File: src/rtl/level_pkg.sv
// ============================================================================
// Module      : level_pkg
// Description : Shared tile codes, colour constants, map geometry and
//               pixel-pattern helpers for the level renderer and level logic.
// Revision    : 1.0 - initial release
// ============================================================================
`default_nettype none

package level_pkg;

    localparam int MAP_W           = 17;
    localparam int MAP_H           = 12;
    localparam int CHARACTER_WIDTH = 42;
    localparam int SCREEN_WIDTH    = 640;
    localparam int SCREEN_HEIGHT   = 480;
    localparam int BLOCK_WIDTH     = 40;
    localparam int TILES_X         = SCREEN_WIDTH / BLOCK_WIDTH;
    localparam int TILES_Y         = SCREEN_HEIGHT / BLOCK_WIDTH;

    localparam logic [7:0] BDR = 8'd0;
    localparam logic [7:0] SKY = 8'd1;
    localparam logic [7:0] BLK = 8'd2;
    localparam logic [7:0] GND = 8'd3;
    localparam logic [7:0] TKN = 8'd4;
    localparam logic [7:0] CK1 = 8'd5;
    localparam logic [7:0] CK2 = 8'd6;

    typedef logic [MAP_H-1:0][MAP_W-1:0][7:0] tile_map_t;
    typedef logic [4:0] tile_x_t;
    typedef logic [3:0] tile_y_t;
    typedef logic [5:0] tile_px_t;

    typedef struct packed {
        logic [3:0] r;
        logic [3:0] g;
        logic [3:0] b;
    } rgb12_t;

    localparam rgb12_t COL_BLACK   = rgb12_t'(12'h000);
    localparam rgb12_t COL_WHITE   = rgb12_t'(12'hFFF);
    localparam rgb12_t COL_MARIO   = rgb12_t'(12'hF00);
    localparam rgb12_t COL_GOOMBA  = rgb12_t'(12'h840);
    localparam rgb12_t COL_SKY     = rgb12_t'(12'h6AF);
    localparam rgb12_t COL_GROUND  = rgb12_t'(12'h841);
    localparam rgb12_t COL_BRICK   = rgb12_t'(12'hC41);
    localparam rgb12_t COL_MORTAR  = rgb12_t'(12'h888);
    localparam rgb12_t COL_COIN    = rgb12_t'(12'hFD0);
    localparam rgb12_t COL_MAGENTA = rgb12_t'(12'hF0F);

    // 33-bit signed compares so a box near the int limit cannot wrap into view.
    function automatic logic sprite_hit(input int col, input int row,
                                        input int sx,  input int sy);
        logic signed [32:0] c33, r33, x33, y33, w33;
        c33 = 33'(col);
        r33 = 33'(row);
        x33 = 33'(sx);
        y33 = 33'(sy);
        w33 = 33'(CHARACTER_WIDTH);
        return (c33 >= x33) && (c33 < x33 + w33) &&
               (r33 >= y33) && (r33 < y33 + w33);
    endfunction

    function automatic rgb12_t tile_colour(input logic [7:0] code,
                                           input tile_px_t px,
                                           input tile_px_t py);
        rgb12_t     c;
        logic [6:0] dx;
        logic [6:0] dy;
        logic       dark;
        dx   = (px >= 6'd20) ? 7'(px - 6'd20) : 7'(6'd20 - px);
        dy   = (py >= 6'd20) ? 7'(py - 6'd20) : 7'(6'd20 - py);
        dark = px[3] ^ py[3] ^ (code == CK2);
        case (code)
            BDR: c = COL_BLACK;
            SKY: c = COL_SKY;
            GND: c = COL_GROUND;
            BLK: begin
                // Running bond: vertical joints offset by half a brick per course.
                if ((py == 6'd0) || (py == 6'd20) ||
                    ((py < 6'd20) && (px == 6'd0)) ||
                    ((py >= 6'd20) && (px == 6'd20)))
                    c = COL_MORTAR;
                else
                    c = COL_BRICK;
            end
            TKN:      c = ((dx + dy) <= 7'd14) ? COL_COIN : COL_SKY;
            CK1, CK2: c = dark ? COL_BLACK : COL_WHITE;
            default:  c = COL_MAGENTA;
        endcase
        return c;
    endfunction

endpackage

`default_nettype wire

File: src/rtl/pixel_to_tile.sv
// ============================================================================
// Module      : pixel_to_tile
// Description : Combinational raster-to-tile mapping (tile index and offset)
//               using a constant-compare chain instead of a divider.
// Revision    : 1.0 - initial release
// ============================================================================
`default_nettype none

module pixel_to_tile
    import level_pkg::*;
(
    input  int       column,
    input  int       row,
    output tile_x_t  tile_x,
    output tile_y_t  tile_y,
    output tile_px_t pixel_x,
    output tile_px_t pixel_y
);

    // Outputs are meaningful only for on-screen coordinates.
    always_comb begin
        tile_x = '0;
        for (int i = 1; i < TILES_X; i++) begin
            if (column >= i * BLOCK_WIDTH) tile_x = tile_x_t'(i);
        end
        tile_y = '0;
        for (int j = 1; j < TILES_Y; j++) begin
            if (row >= j * BLOCK_WIDTH) tile_y = tile_y_t'(j);
        end
        pixel_x = tile_px_t'(column - int'(tile_x) * BLOCK_WIDTH);
        pixel_y = tile_px_t'(row - int'(tile_y) * BLOCK_WIDTH);
    end

endmodule

`default_nettype wire

File: src/rtl/tile_pixel_renderer.sv
// ============================================================================
// Module      : tile_pixel_renderer
// Description : Three-stage pixel pipeline: tile lookup in the live level map,
//               per-tile pattern, Mario/Goomba overlay, VGA colour out.
// Revision    : 1.0 - initial release
// ============================================================================
`default_nettype none

module tile_pixel_renderer
    import level_pkg::*;
(
    input  logic       vga_clock,
    input  logic       reset,
    input  int         row,
    input  int         column,
    input  logic       display_enable,
    input  tile_map_t  background,
    input  int         mario_x,
    input  int         mario_y,
    input  int         goomba_x,
    input  int         goomba_y,
    output logic [3:0] vga_red,
    output logic [3:0] vga_green,
    output logic [3:0] vga_blue,
    output logic       pixel_valid,
    output logic [7:0] tile_code
);

    tile_x_t  w_tile_x;
    tile_y_t  w_tile_y;
    tile_px_t w_px;
    tile_px_t w_py;
    logic     w_in_range;
    logic     w_mario_hit;
    logic     w_goomba_hit;

    pixel_to_tile u_pixel_to_tile (
        .column  (column),
        .row     (row),
        .tile_x  (w_tile_x),
        .tile_y  (w_tile_y),
        .pixel_x (w_px),
        .pixel_y (w_py)
    );

    assign w_in_range   = display_enable &&
                          (column >= 0) && (column < SCREEN_WIDTH) &&
                          (row >= 0)    && (row < SCREEN_HEIGHT);
    assign w_mario_hit  = sprite_hit(column, row, mario_x, mario_y);
    assign w_goomba_hit = sprite_hit(column, row, goomba_x, goomba_y);

    // Stage 1: coordinates. The map is stored mirrored, so screen top-left is [MAP_H-1][MAP_W-1].
    logic     r1_valid;
    tile_x_t  r1_x_idx;
    tile_y_t  r1_y_idx;
    tile_px_t r1_px;
    tile_px_t r1_py;
    logic     r1_mario;
    logic     r1_goomba;

    always_ff @(posedge vga_clock) begin
        if (reset) begin
            r1_valid  <= 1'b0;
            r1_x_idx  <= '0;
            r1_y_idx  <= '0;
            r1_px     <= '0;
            r1_py     <= '0;
            r1_mario  <= 1'b0;
            r1_goomba <= 1'b0;
        end else begin
            r1_valid  <= w_in_range;
            r1_x_idx  <= tile_x_t'(MAP_W - 1) - w_tile_x;
            r1_y_idx  <= tile_y_t'(MAP_H - 1) - w_tile_y;
            r1_px     <= w_px;
            r1_py     <= w_py;
            r1_mario  <= w_mario_hit;
            r1_goomba <= w_goomba_hit;
        end
    end

    // Stage 2: live map fetch.
    logic [7:0] w_code;
    assign w_code = r1_valid ? background[r1_y_idx][r1_x_idx] : BDR;

    logic       r2_valid;
    logic [7:0] r2_code;
    tile_px_t   r2_px;
    tile_px_t   r2_py;
    logic       r2_mario;
    logic       r2_goomba;

    always_ff @(posedge vga_clock) begin
        if (reset) begin
            r2_valid  <= 1'b0;
            r2_code   <= BDR;
            r2_px     <= '0;
            r2_py     <= '0;
            r2_mario  <= 1'b0;
            r2_goomba <= 1'b0;
        end else begin
            r2_valid  <= r1_valid;
            r2_code   <= w_code;
            r2_px     <= r1_px;
            r2_py     <= r1_py;
            r2_mario  <= r1_mario;
            r2_goomba <= r1_goomba;
        end
    end

    // Stage 3: colour with sprite priority over the tile pattern.
    rgb12_t w_colour;

    always_comb begin
        w_colour = COL_BLACK;
        if (!r2_valid)
            w_colour = COL_BLACK;
        else if (r2_mario)
            w_colour = COL_MARIO;
        else if (r2_goomba)
            w_colour = COL_GOOMBA;
        else
            w_colour = tile_colour(r2_code, r2_px, r2_py);
    end

    rgb12_t     r3_colour;
    logic       r3_valid;
    logic [7:0] r3_code;

    always_ff @(posedge vga_clock) begin
        if (reset) begin
            r3_colour <= COL_BLACK;
            r3_valid  <= 1'b0;
            r3_code   <= BDR;
        end else begin
            r3_colour <= w_colour;
            r3_valid  <= r2_valid;
            r3_code   <= r2_code;
        end
    end

    assign vga_red     = r3_colour.r;
    assign vga_green   = r3_colour.g;
    assign vga_blue    = r3_colour.b;
    assign pixel_valid = r3_valid;
    assign tile_code   = r3_code;

endmodule

`default_nettype wire

File: config.mk
export PLATFORM = sky130hd
export DESIGN_NAME = tile_pixel_renderer
export DESIGN_NICKNAME = d
export VERILOG_FILES = /design/src/rtl/level_pkg.sv /design/src/rtl/pixel_to_tile.sv /design/src/rtl/tile_pixel_renderer.sv
export SDC_FILE = /design/constraint.sdc
export NUM_CORES = 1
export LEC_CHECK = 0
export CORE_AREA = 2 2 716 718
export CTS_CLUSTER_SIZE = 40
export DETAILED_ROUTE_END_ITERATION = 10
export DIE_AREA = 0 0 718 720
export PLACE_DENSITY_LB_ADDON = 0.15
export SETUP_SLACK_MARGIN = 0.02
export SYNTH_ARGS = -nofsm -noshare
export SYNTH_HDL_FRONTEND = slang
export SYNTH_SLANG_ARGS = --single-unit
File: constraint.sdc
create_clock -name vga_clock -period 5.29 [get_ports vga_clock]
set_input_delay 1.058 -clock vga_clock [delete_from_list [all_inputs] [get_ports vga_clock]]
set_output_delay 1.058 -clock vga_clock [all_outputs]
set_load 0.05 [all_outputs]
==> flow_summary.ini <==
[cts]
clkLatencyLatePin_ps = 400
h-tree-depth = 3
cts_sinks = 67
cts_hold_buf = 0
clk_path_buf_depth = 2
cts_setup_buffers = 0
clk_pin_slew_ps = 70
cts_tree = built
cts-root-buf = clkbuf_16
cts_buffers = 9

[synth]
ys_seq_elements = 67
synth.most_common_cell = mux4_2
yosysUniqueCellTypes = 70
synth_nets = 4464
yosys-top-cells-area = mux4_2, ha_1, dfxtp_1, xnor2_1, inv_1
synth_area_leader_cell = mux4_2
syn_avg_cell_area_um2 = 10.4
ys_seq_area_share_pct = 5.47
syn_inst = 2360
syn_area_um2 = 24500
async_flop_share_pct = 0
synth_flop_cell = dfxtp_1
synth.top_cells.by_count = mux4_2, ha_1, inv_1, nor2_1, xnor2_1
yosysTopAreaCellShare_pct = 44.1
synth_edf_count = 0
yosys_warnings = 0

[finish]
fillers = 58520
instances_no_fill = 11271
layout.nets = 6319
drive_above_1_share_pct = 16.4
postLayoutCellArea_um2 = 53300
area_growth_pct = 117

[die]
die-area_um2 = 517000
start_util_pct = 4.82
die_y_um = 720
io_pins = 1848
rows = 262
core_area_um2 = 508000
die_x_um = 718

[grt]
grt_pass1_vias = 33551
antenna_found_initial = 528
grt_pass1_wl_um = 555000
grt_overflow = 0
grt.total_usage_pct = 17.8
grt_max_degree = 92

[placed_design]
place.gp.congestion = 1.05
postPlaceCellArea_um2 = 52100
hpwl_um = 450000
io_buffer_count = 1847
placed_cells = 10936

[setup_path]
required_ps = 5600
crit_arrival_ps = 5280
critPathCaptureType = register
critPathMaxFanout = 4
start_kind = primary input
criticalPathCategory = primary input to register

[sta]
rsz0062_at_grt = yes
fin_skew_ps = 17.5
finalCriticalPeriod_ps = 4960
setup_viol = 0
tns_ps = 0
hold_viol = 0
max_freq_mhz = 201
slew_headroom_pct = 21.0
finalCritPeriodShare_pct = 93.8
worstMarginPinSlew_ps = 1180
drv_slew = 0

[power_and_ir_drop]
p_leak_nw = 17.1
ir_worst_vdd_uv = 177
power.density_nw_per_um2 = 107

[status]
violations = antenna rules
status = finished, violations left

[drt]
drt-wirelength-per-cell_um = 42.4
vias = 33411
drc = 0
viasPerCell = 2.96
wl_um = 478000
dr.pass1.iters = 5
ant_nets = 1
first_iter_violations = 2538

[job]
drv_cap = 0

[hold_path]
hold_class = register to register
==> state kept, by name, summed over array words and instances (netlist names), 3 cells and up <==
| signal | count |
|---|---|
| r1_py | 6 |
| vga_blue | 3 |
| vga_green | 4 |
| r1_x_idx | 5 |
| r2_py | 6 |
| r1_px | 6 |
| r1_y_idx | 4 |
| tile_code | 8 |
| vga_red | 4 |
| r2_code | 8 |
| r2_px | 6 |
==> layer usage <==
layer  vias up  global-route usage [%]  part of all wire, %
met5         -                       0                 0.30
met2      2278                    31.2                   48
met4       226                    2.70                  2.4
li1      13649                       -                    -
met3       752                    6.69                  9.4
met1     16506                    20.9                   39
==> path summary, 6_finish.rpt <==
path / start / slack [ps] / cells past startpoint / to
setup / recovery: mario_x[2] / 330 / 22 / r1_mario
hold / removal: r1_py[3] / 440 / 1 / r2_py[3]
setup reg to reg: r2_py[3] / 530 / 14 / vga_blue[0]
hold reg to reg: r1_py[3] / 440 / 1 / r2_py[3]
==> layout make-up <==
| class | count | area, um2 | area share (%) |
|---|---|---|---|
| well taps | 6732 | 8420 | 15.8 |
| clock buffers | 11 | 264 | 0.496 |
| clock inverters | 5 | 40.0 | 0.0752 |
| flip-flops and latches | 67 | 1370 | 2.56 |
| repair buffers | 1998 | 19900 | 37.3 |
| inverters | 175 | 668 | 1.25 |
| multi-input cells | 1964 | 21800 | 41.0 |
| diodes | 319 | 798 | 1.50 |
==> cells by family after synthesis <==
logic type	after synthesis	share of synthesized area, %
buf+inv	329	5.76
fa+ha+maj	279	14.3
flops	67	5.47
simple gates	596	12.0
mux	535	46.4
compound gates	421	11.3
xor+xnor	133	4.75
==> critical path, stage by stage <==
cell and delay, ps:
clkdlybuf4s50_1 500, buf_4 130, ha_1 180, o21a_1 160, o21ai_1 120, nor2_2 220, buf_4 170, nand3_1 110
nor3_2 260, and4_4 290, nand3_1 100, xnor2_1 140, ha_1 290, nand4_1 140, nor4_1 70, buf_4 140
and3_1 160, o31ai_1 110, a32oi_2 220, buf_4 210, a2111o_1 280, a211oi_1 200
==> power by group <==
part | total (mW) | internal [mW] | switching [mW]
sequential | 0.555 | 0.520 | 0.0346
clock | 0.686 | 0.365 | 0.321
combinational | 4.48 | 2.28 | 2.20
==> metrics by stage <==
step / utilization, % / hold slack, ps / setup slack (ps) / power (mW)
global route: 10.4 / 456 / 24.7 / 6.05
floorplan: - / 414 / 1090 / 2.08
global placement: 10.2 / 425 / -730 / 5.16
CTS: 10.3 / 448 / 28.4 / 5.92
finish: 10.5 / 441 / 326 / 5.72
detailed placement: 10.2 / 429 / -575 / 5.16
==> timing repair <==
action                                  CTS  global route
resized for setup                         3             9
pin swaps                                 0             3
endpoints found under the setup margin    1             2
==> cells in the final DEF, fill, tap and decap left out, types with 85 or more instances in the layout <==
cell             Yosys  final
nor2_1             153    150
clkdlybuf4s50_1      0   1843
a21oi_1            102    102
mux4_2             480    480
o21ai_0             86     85
nand2_1            120    120
ha_1               274    274
buf_4               15    133
xnor2_1            124    123
inv_1              175    172
diode_2              0    319
No activity file was read; power rests on OpenSTA's default activity.
